$ cat config.mk
export PLATFORM = sky130hd
export DESIGN_NAME = status_flag_unit
export DESIGN_NICKNAME = d
export VERILOG_FILES = /design/src/rtl/status_flag_unit.sv
export SDC_FILE = /design/constraint.sdc
export NUM_CORES = 1
export LEC_CHECK = 0
export CORE_AREA = 2 2 39 41
export DETAILED_ROUTE_END_ITERATION = 6
export DIE_AREA = 0 0 41 43
export MAX_ROUTING_LAYER = met4
export SLEW_MARGIN = 10
export SYNTH_ARGS = -nofsm -noshare
export SYNTH_HDL_FRONTEND = slang
export SYNTH_SLANG_ARGS = --single-unit
$ cat constraint.sdc
create_clock -name clk -period 2.2 [get_ports clk]
set_clock_uncertainty 0.2 [all_clocks]
set_input_delay 0.22 -clock clk [delete_from_list [all_inputs] [get_ports clk]]
set_output_delay 0.22 -clock clk [all_outputs]
set_load 0.005 [all_outputs]
$ cat src/rtl/status_flag_unit.sv
// -----------------------------------------------------------------------------
// status_flag_unit
//   Architectural NZCV status register feeding the ID-stage condition checker.
//   Flag results from EXE are latched under a per-flag write mask. A small
//   scoreboard counts flag-setting instructions between ID issue and EXE
//   commit, so a conditional instruction in ID is stalled rather than
//   evaluating stale flags.
//
//   Optional feature macro: FLAG_BYPASS_EN
//     When defined, the flags being committed in EXE are forwarded to
//     status_out in the same cycle, and the final committing instruction no
//     longer stalls ID. Registered state is identical in both builds.
//
// Parameters:
//   MAX_PENDING : maximum flag-setting instructions in flight (default 3)
//   CNT_W       : pending-counter width, 2**CNT_W > MAX_PENDING (default 2)
//
// Ports:
//   clk           in   system clock, rising edge
//   rst_n         in   asynchronous active-low reset
//   freeze        in   global pipeline freeze, all state holds
//   flush         in   branch-taken flush of younger instructions
//   id_s_issue    in   S-bit instruction leaves ID this cycle
//   id_cond_used  in   instruction in ID is conditional
//   exe_s_en      in   instruction in EXE writes flags this cycle
//   exe_status_in in   ALU flags {N,Z,C,V}
//   exe_flag_mask in   per-flag write enables {N,Z,C,V}
//   status_out    out  NZCV to condition checker ([3]=N [2]=Z [1]=C [0]=V)
//   flags_hazard  out  stall request to ID / hazard unit
//   pending_cnt   out  current scoreboard count
//   sb_error      out  sticky scoreboard overflow/underflow error
// -----------------------------------------------------------------------------
module status_flag_unit #(
  parameter int MAX_PENDING = 3,
  parameter int CNT_W       = 2
) (
  input  logic             clk,
  input  logic             rst_n,
  input  logic             freeze,
  input  logic             flush,
  input  logic             id_s_issue,
  input  logic             id_cond_used,
  input  logic             exe_s_en,
  input  logic [3:0]       exe_status_in,
  input  logic [3:0]       exe_flag_mask,
  output logic [3:0]       status_out,
  output logic             flags_hazard,
  output logic [CNT_W-1:0] pending_cnt,
  output logic             sb_error
);

  localparam logic [CNT_W-1:0] MAX_CNT = CNT_W'(MAX_PENDING);

  logic [3:0]       status_q, status_d;
  logic [CNT_W-1:0] cnt_q, cnt_d;
  logic             err_q, err_d;
  logic [3:0]       merged;
  logic             inc, dec;

  // Masked merge of the EXE flags over the architectural register.
  assign merged = (exe_flag_mask & exe_status_in) | (~exe_flag_mask & status_q);

  // A flushed issue is killed, so it never enters the scoreboard.
  assign inc = id_s_issue & ~flush;
  assign dec = exe_s_en;

  always_comb begin
    status_d = status_q;
    cnt_d    = cnt_q;
    err_d    = err_q;
    if (!freeze) begin
      // A zero mask still counts as a commit; only the register is untouched.
      if (exe_s_en) begin
        status_d = merged;
      end
      // Flush wins: a same-cycle commit belongs to an older instruction and
      // every younger issued S instruction is gone.
      if (flush) begin
        cnt_d = '0;
      end else if (inc && !dec) begin
        if (cnt_q == MAX_CNT) begin
          err_d = 1'b1;
        end else begin
          cnt_d = cnt_q + 1'b1;
        end
      end else if (dec && !inc) begin
        if (cnt_q == '0) begin
          err_d = 1'b1;
        end else begin
          cnt_d = cnt_q - 1'b1;
        end
      end
    end
  end

  always_ff @(posedge clk or negedge rst_n) begin
    if (!rst_n) begin
      status_q <= 4'b0000;
      cnt_q    <= '0;
      err_q    <= 1'b0;
    end else begin
      status_q <= status_d;
      cnt_q    <= cnt_d;
      err_q    <= err_d;
    end
  end

  assign pending_cnt = cnt_q;
  assign sb_error    = err_q;

`ifdef FLAG_BYPASS_EN
  logic [CNT_W-1:0] cnt_after_commit;

  assign status_out       = (exe_s_en && !freeze) ? merged : status_q;
  assign cnt_after_commit = cnt_q - CNT_W'(exe_s_en);
  // Gated by rst_n: the wrapped subtraction at count 0 must not stall during reset.
  assign flags_hazard     = rst_n & id_cond_used & (cnt_after_commit != '0);
`else
  assign status_out   = status_q;
  assign flags_hazard = rst_n & id_cond_used & (cnt_q != '0);
`endif

endmodule

Word level (Yosys, flattened, before mapping)
Cells that the tools add are included.
{"block": "op_classes", "muxes": 9, "eq_ne": 4, "n_reduce_logical": 12, "n_addsub": 2, "n_bitwise": 9}
{"cell": "2-to-1 mux 2 bit", "n": 5}
{"cell": "bitwise AND 4 bit", "n": 2}
{"cell": "inequality test 3 bit, second input constant", "n": 2}
{"cell": "nonzero test 2 bit", "n": 3}
{"cell": "AND reduction 5 bit", "n": 1}
{"cell": "2-to-1 mux 1 bit", "n": 4}
{"cell": "NOT 4 bit", "n": 1}
{"cell": "bitwise OR 4 bit", "n": 1}
{"cell": "AND reduction 4 bit", "n": 1}
{"cell": "bitwise AND 1 bit", "n": 3}
{"cell": "nonzero test 3 bit", "n": 1}
{"cell": "adder 2 x 1 -> 2 bit, second input constant", "n": 1}
{"cell": "equality test 2 bit, second input constant", "n": 1}
{"cell": "logical AND 1 bit", "n": 2}
{"cell": "zero test 1 bit", "n": 2}
{"cell": "zero test 2 bit", "n": 1}
{"cell": "inequality test 2 x 1 -> 1 bit, second input constant", "n": 1}
{"cell": "NOT 1 bit", "n": 2}
{"cell": "AND reduction 2 bit", "n": 1}
{"cell": "subtractor 2 x 1 -> 2 bit, second input constant", "n": 1}
{"block": "word_totals", "register_bits": 7, "output_inout_bits": 8, "wordCells": 39}

Depth between registers and ports, before layout
{"block": "logic_depth", "ltp_word": 7, "mapped_depth": 4, "ltp_nobuf": 3}

Worst setup path before layout
No wires, ideal clock.
{"block": "synth_timing", "path_kind": "register to register", "start": "register cnt_q[1] (netlist: pending_cnt[1])", "end": "register cnt_q[0] (netlist: pending_cnt[0])", "setup_slack_ns": 0.883, "t_required_ns": 1.874, "period_less_slack_ns": 1.317, "setup_ns": 0.126, "arrival_time_ns": 0.991, "stages_incl_launch_ff": 4, "cell_sequence": "dfrtp_1 -> buf_4 -> o21a_1 -> a221o_1"}
{"block": "synth_between", "elab_chain_len": 3}
{"item": "start, declared", "line_no": "55", "source": "logic [CNT_W-1:0] cnt_q, cnt_d;"}
{"item": "start signal, assigned", "line_no": "103", "source": "cnt_q <= cnt_d;"}
{"item": "equality test 2 bit / zero test 2 bit (equally long branches)", "line_no": "81, 87"}
{"item": "inequality test 3 bit (no source line)"}
{"item": "AND reduction 4 bit (no source line) (*)"}
Mark *: on every way between the ends. The rest lies on a longest branch, timed or not.
A chain may end at the register's enable or synchronous reset.

Final worst setup path
{"block": "layout_timing", "start": "register cnt_q[0] (netlist: pending_cnt[0])", "end": "output port flags_hazard"}
{"block": "layout_between", "elab_chain_len": 2}
{"item": "nonzero test 2 bit", "line_no": "120", "source": "assign flags_hazard = rst_n & id_cond_used & (cnt_q != '0);"}
{"item": "bitwise AND 1 bit", "line_no": "120"}
{"item": "end, declared", "line_no": "47", "source": "output logic flags_hazard,"}
No other way between the ends.

==> flow_metrics.tcl <==
set metrics [dict create \
    outcome "completed" \
    route.met3.wl_um 117 \
    first_pass_iters 2 \
    crit-reg2reg-launch "pending_cnt[1]$_DFFE_PN0P_" \
    final_antenna_net_count 0 \
    cts_sinks 7 \
    rows 14 \
    die_y_um 43 \
    die_w_um 41 \
    critPathLaunchType "flip-flop" \
    rr_endpoint "pending_cnt[0]$_DFFE_PN0P_" \
    top_layer_used "met3" \
    dieArea_um2 1760 \
    r2r_slack_ns 0.81 \
    synth.most_common_cell "dfrtp_1" \
    finalHoldViolCount 0 \
    ctsHoldBuffers 0 \
    tightest_slew_ns 0.266 \
    critPathCapture "flags_hazard" \
    route.met2.wl_um 374 \
    cts_made_buffers 3 \
    crit_path_max_fanout 7 \
    synthDominantCellAreaShare_pct 46.5 \
    synthTopCellsByCount "7 x dfrtp_1, 5 x nand2_1, 4 x mux2_2" \
    grt.overflow.total 0 \
    cts_resized 0 \
    seq_area_frac_synth_pct 46.5 \
    clk_pin_slew_ns 0.05 \
    slew_viol_final 0 \
    rsz0062_at_grt "no" \
    setup-tns-final_ns 0 \
    grt_pass1_vias 342 \
    worst_hold_path_type "in -> async" \
    holdWs_ns 0.0871 \
    core_um2 1380 \
    routed_wl_um 888 \
    track_usage_pct 12.5 \
    cts_root_buf "clkbuf_4" \
    vdd_ir_drop_max_v 0.000219 \
    place_congestion 0.720 \
    cp.arrival_ns 1.40 \
    grt_pass1_wl_um 1420 \
    first_iter_violations 1 \
    wl_met1_um 395 \
    grt_max_degree 10 \
    synth-seq-cells 7 \
    cts_tree "built" \
    async_reset_ff_share_pct 100 \
    power_density_nw_per_um2 681 \
    io_pins 23 \
    portBuffers 22 \
    synth_edf_count 0 \
    n_fill_cell 148 \
    power.leakage_nw 0.265 \
    crit_start "pending_cnt[0]$_DFFE_PN0P_" \
    avgViaCountPerCell 4.79 \
    fmax_mhz 551 \
    antenna_cells 0 \
    yosysTopAreaCell "dfrtp_1" \
    ys_warn_count 0 \
    initial_utilization_pct 27.2 \
    min_period_over_period_pct 82.6 \
    synth_area_per_cell_um2 11.1 \
    synth_area_leaders "dfrtp_1 47%, mux2_2 12%, nand2_1 5.0%, a2111oi_2 4.0%, and2b_1 4.0%" \
    fin_total_pwr_mw 0.438 \
    cp.required_ns 1.78 \
    synth_cell_type_count 18 \
    cap_violations 0 \
    criticalPathCategory "reg -> out" \
    drc_errors 0 \
    synth_flop_cell "dfrtp_1" \
    insertion_delay_ns 0.25 \
    route.detailed.wl_per_inst_um 11.7 \
    syn_inst 34 \
    clk_path_buf_depth 2 \
    nets 76 \
    cts_setup_buffers 0 \
    syn_area_um2 377 \
    vias 364 \
    setup_violations 0 \
    period_needed_ns 1.82 \
    endpoint_kind "output port" \
    grt_antenna_before_repair 0 \
    reg2reg_depth 3 \
    area_delta_synth_final_pct 70.8 \
    final_layout_size_suffix_gt1_share_pct 15.0 \
    syn-num-nets 49 \
    htreeDepth 1 \
    dp_hpwl_um 709 \
    relSlewSlack_pct 82.3 \
]
==> through the flow <==
| stage | instance area (um2) | worst slack (ns) | cells | utilization, % |
|---|---|---|---|---|
| floorplan | 377 | 0.883 | 34 | - |
| global placement | 617 | 0.422 | 72 | 44.6 |
| detailed placement | 617 | 0.399 | 72 | 44.6 |
| CTS | 643 | 0.380 | 76 | 46.5 |
| global route | 643 | 0.306 | 76 | 46.5 |
| finish | 643 | 0.384 | 76 | 46.5 |
==> per-layer routing <==
metal  up-vias  GRT usage, %
met2        20          15.6
li1        176             -
met3         0          5.24
met5         -             -
met1       168          16.1
met4         0          8.00
==> worst min-delay path by stage <==
stage | startpoint | endpoint | slack (ns) | cells after the start
floorplan | rst_n | async pin | -0.28 | 0
global placement | sb_error$_DFFE_PN0P_ | sb_error$_DFFE_PN0P_ | 0.25 | 1
detailed placement | sb_error$_DFFE_PN0P_ | sb_error$_DFFE_PN0P_ | 0.25 | 1
CTS | rst_n | async pin | 0.08 | 2
global route | rst_n | async pin | 0.09 | 2
finish | rst_n | async pin | 0.09 | 2
==> power breakdown <==
part           leakage, nW  switching (mW)  total, mW  internal [mW]
registers           0.0832          0.0302      0.186          0.156
clock network       0.0150          0.0443      0.113         0.0690
logic                0.167          0.0385      0.139          0.100
==> cells by family after synthesis <==
logic type	synth area share (%)
compound gates	16.6
flops	46.5
mux	12.0
buf+inv	1.99
simple gates	22.9
==> critical path, cell delays in order, from the launching register on <==
cell and delay, ns:
dfrtp_1 0.47, o211a_1 0.19, clkdlybuf4s50_1 0.49
==> layout by cell type (no fill, tap or decap), types with 2 or more instances in the layout <==
master            n
clkbuf_4          3
clkdlybuf4s50_1  22
and2b_1           2
nand3b_1          2
dfrtp_1           7
nand2b_1          2
mux2_2            4
nand2_1           5
==> area by class of cell <==
cell class              instances  area (um2)  share of cell area, %
well taps                      16        20.0                   3.11
flip-flops and latches          7         175                   27.2
repair buffers                 23         228                   35.4
multi-input cells              26         194                   30.2
clock buffers                   4        26.3                   4.09
Power figures use the tool's default switching activity.
==> RTL edit 1 (same settings) <==
The option `FLAG_BYPASS_EN` is turned on by a define.
--- a/src/rtl/status_flag_unit.sv
+++ b/src/rtl/status_flag_unit.sv
@@ -30,6 +30,8 @@
 //   pending_cnt   out  current scoreboard count
 //   sb_error      out  sticky scoreboard overflow/underflow error
 // -----------------------------------------------------------------------------
+`define FLAG_BYPASS_EN
+
 module status_flag_unit #(
   parameter int MAX_PENDING = 3,
   parameter int CNT_W       = 2
Function: changed (a bounded check fails within 4 cycles, from zero or initial values and one cycle with rst_n low).
==> RTL edit 1 against the unedited design <==
Sequential share of layout area is 2.1 points lower. First-iteration DRC count is the same. Setup slack worse by 0.30 ns. Synthesized cell count increased by 8.8%. Critical path type is now input port to output pin. Sequential cell count is the same. Sequential power down 19%. Combinational power shrank 22%. Routed wire length is 14% higher. Synthesized area increased by 1.7%. Total power shrank 14%. Design area is 8.4% higher. Count of clock-buffer cells in the layout stayed put.
==> RTL edit 1: results (changes against the unedited design) <==
- The total wirelength of the detailed-routed design came to 1.01 mm (was 888 um).
* Utilization after layout: 0.504 (was 0.465)
* Worst Max-Slew Pin Slew: 0.320 ns (was 0.266 ns)
- Routed length on met3: 125 um (was 117 um)
* Placed standard-cell area: 661 um^2 (was 617 um^2)
- FF-to-FF Start: pending_cnt[0]$_DFFE_PN0P_ (was pending_cnt[1]$_DFFE_PN0P_)
- Number of different library cells in the post-synthesis netlist: 20 (was 18)
- HP Class: input port to asynchronous set/reset pin (unchanged)
- The worst slack on hold paths was 0.0807 ns (was 0.0871 ns).
- Largest net degree at the start of global routing: 9 (was 10)
* M1 wire length: 429 um (was 395 um)
- Multiplexer share of the synthesized area: 0.118 (was 0.120)
- Sequential share of the synthesized area: 0.458 (was 0.465)
* Largest fanout on the critical path: 4 (was 7)
* Syn nets: 54 (was 49)
- The final net count came to 86 (was 76).
- Met1 track utilization from global routing: 0.172 (was 0.161)
* Pleak: 0.323 nW (was 0.265 nW)
- Synth Area in Adders: 0.0654 (was 0)
* Worst path max stage delay: 0.54 ns (was 0.49 ns)
- Run status: complete, no violations (unchanged)
- Main area contributors after synthesis: dfrtp_1 (46%), mux2_2 (12%), ha_1 (6.5%) (was dfrtp_1 (47%), mux2_2 (12%), nand2_1 (5.0%)).
- Total track usage: 0.140 (was 0.125)
- Global-route met3 utilization: 0.0419 (was 0.0524)
- Peak supply drop: 0.000187 V (was 0.000219 V)
* Clock buf/inv share: 0.0377 (was 0.0409)
- The post-DP HPWL was 822 um (was 709 um).
* Post-synthesis compound-gate area fraction: 0.157 (was 0.166)
* Avg WL per Cell: 12.1 um (was 11.7 um)
* Post-DR vias/cell: 4.55 (was 4.79)
- Fraction of power consumed by sequential logic: 0.400 (was 0.425)
- Vias in the first global route: 401 (was 342)
- Number of non-clock inverters: 2 (was 0)
- Logic pwr share: 0.290 (was 0.316)
- The switching share of total power was 0.235 (was 0.258).
- Number of enable flip-flop cells after synthesis: 0 (unchanged)
- Met2 Resource Use GR: 0.206 (was 0.156)
- The number of antenna violations at the first check in global routing was 0 (unchanged).
- Reg-to-reg critical path endpoint: sb_error$_DFFE_PN0P_ (was pending_cnt[0]$_DFFE_PN0P_)
* Number of input and output port buffers inserted: 22 (unchanged)
- Share of the synthesized netlist area taken by xor and xnor gates: 0.0229 (was 0)
- The instance count after placement with tap cells included was 80 (was 72).
* Multi-input comb cells: 28 (was 26)
* Worst R2R Setup Slack: 0.58 ns (was 0.81 ns)
- Fillcell total: 144 (was 148)
- The initial cell density of the core is 0.277 (was 0.272).
* Sequential cell area: 175 um^2 (unchanged)
- Wire length on met2: 459 um (was 374 um)
## RTL edit 1: changes by cell type after synthesis, sizes merged, moves of 2 or more
cell	unedited run	this run
a21oi	0	2
and2b	2	0
ha	0	2
inv	0	2
nand3b	2	0
## RTL edit 1: worst max-delay path by stage
stage	slack, ns	cells past startpoint	end
2_1_floorplan	0.62	6	sb_error$_DFFE_PN0P_
3_3_place_gp	-0.03	5	status_out[0]
3_5_place_dp	-0.04	5	status_out[0]
4_1_cts	0.03	5	status_out[0]
5_1_grt	0.002	5	status_out[0]
6_report	0.08	5	status_out[0]
## RTL edit 1: worst reg2reg max path, stage by stage (launching register included)
cell and delay, ns:
dfrtp_1 0.46, or3_1 0.41, a2111oi_1 0.35, or2_1 0.15
## RTL edit 1: timing repair
action | CTS | global route
gates resized for setup | 1 | 2
hold buffers | 0 | 0
gates cloned | 0 | 0
setup endpoints to repair | 4 | 4
==> RTL edit 2 (config.mk and constraints unchanged) <==
Made on the original files. Register the inputs `flush`, `id_s_issue`, `exe_status_in` and `exe_flag_mask` before use. The logic sees them one clock later. The other inputs are not delayed to match. Comments in the files are not updated.
--- a/src/rtl/status_flag_unit.sv
+++ b/src/rtl/status_flag_unit.sv
@@ -51,6 +51,18 @@
 
   localparam logic [CNT_W-1:0] MAX_CNT = CNT_W'(MAX_PENDING);
 
+  logic flush_q;
+  logic id_s_issue_q;
+  logic [3:0] exe_status_q;
+  logic [3:0] exe_flag_mask_q;
+
+  always_ff @(posedge clk) begin
+    flush_q         <= flush;
+    id_s_issue_q    <= id_s_issue;
+    exe_status_q    <= exe_status_in;
+    exe_flag_mask_q <= exe_flag_mask;
+  end
+
   logic [3:0]       status_q, status_d;
   logic [CNT_W-1:0] cnt_q, cnt_d;
   logic             err_q, err_d;
@@ -58,10 +70,10 @@
   logic             inc, dec;
 
   // Masked merge of the EXE flags over the architectural register.
-  assign merged = (exe_flag_mask & exe_status_in) | (~exe_flag_mask & status_q);
+  assign merged = (exe_flag_mask_q & exe_status_q) | (~exe_flag_mask_q & status_q);
 
   // A flushed issue is killed, so it never enters the scoreboard.
-  assign inc = id_s_issue & ~flush;
+  assign inc = id_s_issue_q & ~flush_q;
   assign dec = exe_s_en;
 
   always_comb begin
@@ -75,7 +87,7 @@
       end
       // Flush wins: a same-cycle commit belongs to an older instruction and
       // every younger issued S instruction is gone.
-      if (flush) begin
+      if (flush_q) begin
         cnt_d = '0;
       end else if (inc && !dec) begin
         if (cnt_q == MAX_CNT) begin
Behaviour: not the same (a bounded check fails within 4 cycles, from zero or initial values and one cycle with rst_n low).
==> RTL edit 2 against the unedited design <==
Critical path depth stayed put. Synthesized area is 53% higher. Sequential cell count is 10 higher. Routed wire length is 16% higher. Design area is 32% higher. Clock power is 46% higher. Sequential share of layout area is 17 points higher. Count of clock-buffer cells in the layout is 1 lower. Total power is 56% higher. Setup slack worse by 0.052 ns. Highest routed layer is now met4.
==> RTL edit 2: results (changes against the unedited design) <==
- The global-route wire length before repair is 1.70 mm (was 1.42 mm).
* Total track usage: 0.150 (was 0.125)
* Cell family contributing the most delay on the critical path: flip-flops (was buffers and inverters)
- Sw Pwr: 0.167 mW (was 0.113 mW)
- The reported leakage power was 0.350 nW (was 0.265 nW).
* Main area contributors after synthesis: dfxtp_1 (35%), dfrtp_1 (30%), mux2_2 (7.8%) (was dfrtp_1 (47%), mux2_2 (12%), nand2_1 (5.0%))
- Iteration-0 DRC Markers: 6 (was 1)
* Fillcell total: 116 (was 148)
* Worst R2R Setup Slack: 0.79 ns (was 0.81 ns)
* GP Congestion: 0.638 (was 0.720)
- Met2 Resource Use GR: 0.219 (was 0.156)
- Post-route non-filler standard cell count: 86 (was 76)
* Final Instance Area: 847 um^2 (was 643 um^2)
- Sequential share of the synthesized area: 0.651 (was 0.465)
- Clock insertion delay at the later pin of the skew report: 0.28 ns (was 0.25 ns)
- The post-DP HPWL is 815 um (was 709 um).
- The final setup slack of the worst path came to 0.332 ns (was 0.384 ns).
- The sum of internal, switching and leakage power is 0.683 mW (was 0.438 mW).
- The pin slew with the least headroom to its limit is 0.259 ns (was 0.266 ns).
* Count of mapped cells out of synthesis: 44 (was 34)
* Met1 track utilization from global routing: 0.187 (was 0.161)
- M1 wire length: 437 um (was 395 um)
- Wire length on met2: 508 um (was 374 um)
- CP max-delay cell: dfrtp_1 (was clkdlybuf4s50_1)
- The clock-pin slew on the worst setup and hold paths was 0.10 ns (was 0.05 ns).
- Total instance count after detailed placement: 82 (was 72)
* Run status: complete, no violations (unchanged)
* Largest net degree at the start of global routing: 12 (was 10)
- The wire length on met3 came to 75 um (was 117 um).
- The share of synthesized registers carrying an async set or reset came to 0.412 (was 1.00).
- Post-synthesis compound-gate area fraction: 0.108 (was 0.166)
- Syn nets: 59 (was 49)
* Sequential Power: 0.379 mW (was 0.186 mW)
- Share of layout cells above drive strength 1: 0.143 (was 0.150)
- Number of different library cells in the post-synthesis netlist: 19 (was 18)
* Largest fanout on the critical path: 9 (was 7)
* Avg WL per Cell: 11.9 um (was 11.7 um)
RTL edit 2: cell types whose count changed after synthesis:
cell	unedited run	this run
dfxtp_1	0	10
RTL edit 2: worst min path at each step:
stage                    startpoint                         end  slack [ns]  depth (start not counted)
3_5_place_dp   sb_error$_DFFE_PN0P_        sb_error$_DFFE_PN0P_        0.25                          1
3_3_place_gp   sb_error$_DFFE_PN0P_        sb_error$_DFFE_PN0P_        0.24                          1
2_1_floorplan                 rst_n  asynchronous set/reset pin       -0.28                          0
5_1_grt                       rst_n  asynchronous set/reset pin        0.06                          2
6_report                      rst_n  asynchronous set/reset pin        0.04                          2
4_1_cts                       rst_n  asynchronous set/reset pin        0.05                          2
RTL edit 2: cell type report:
class | instances | share of cell area
clock inverters | 1 | 0.00886
clock buffers | 3 | 0.0266
multi-input cells | 26 | 0.229
flip-flops and latches | 17 | 0.443
well taps | 16 | 0.0236
repair buffers | 23 | 0.269
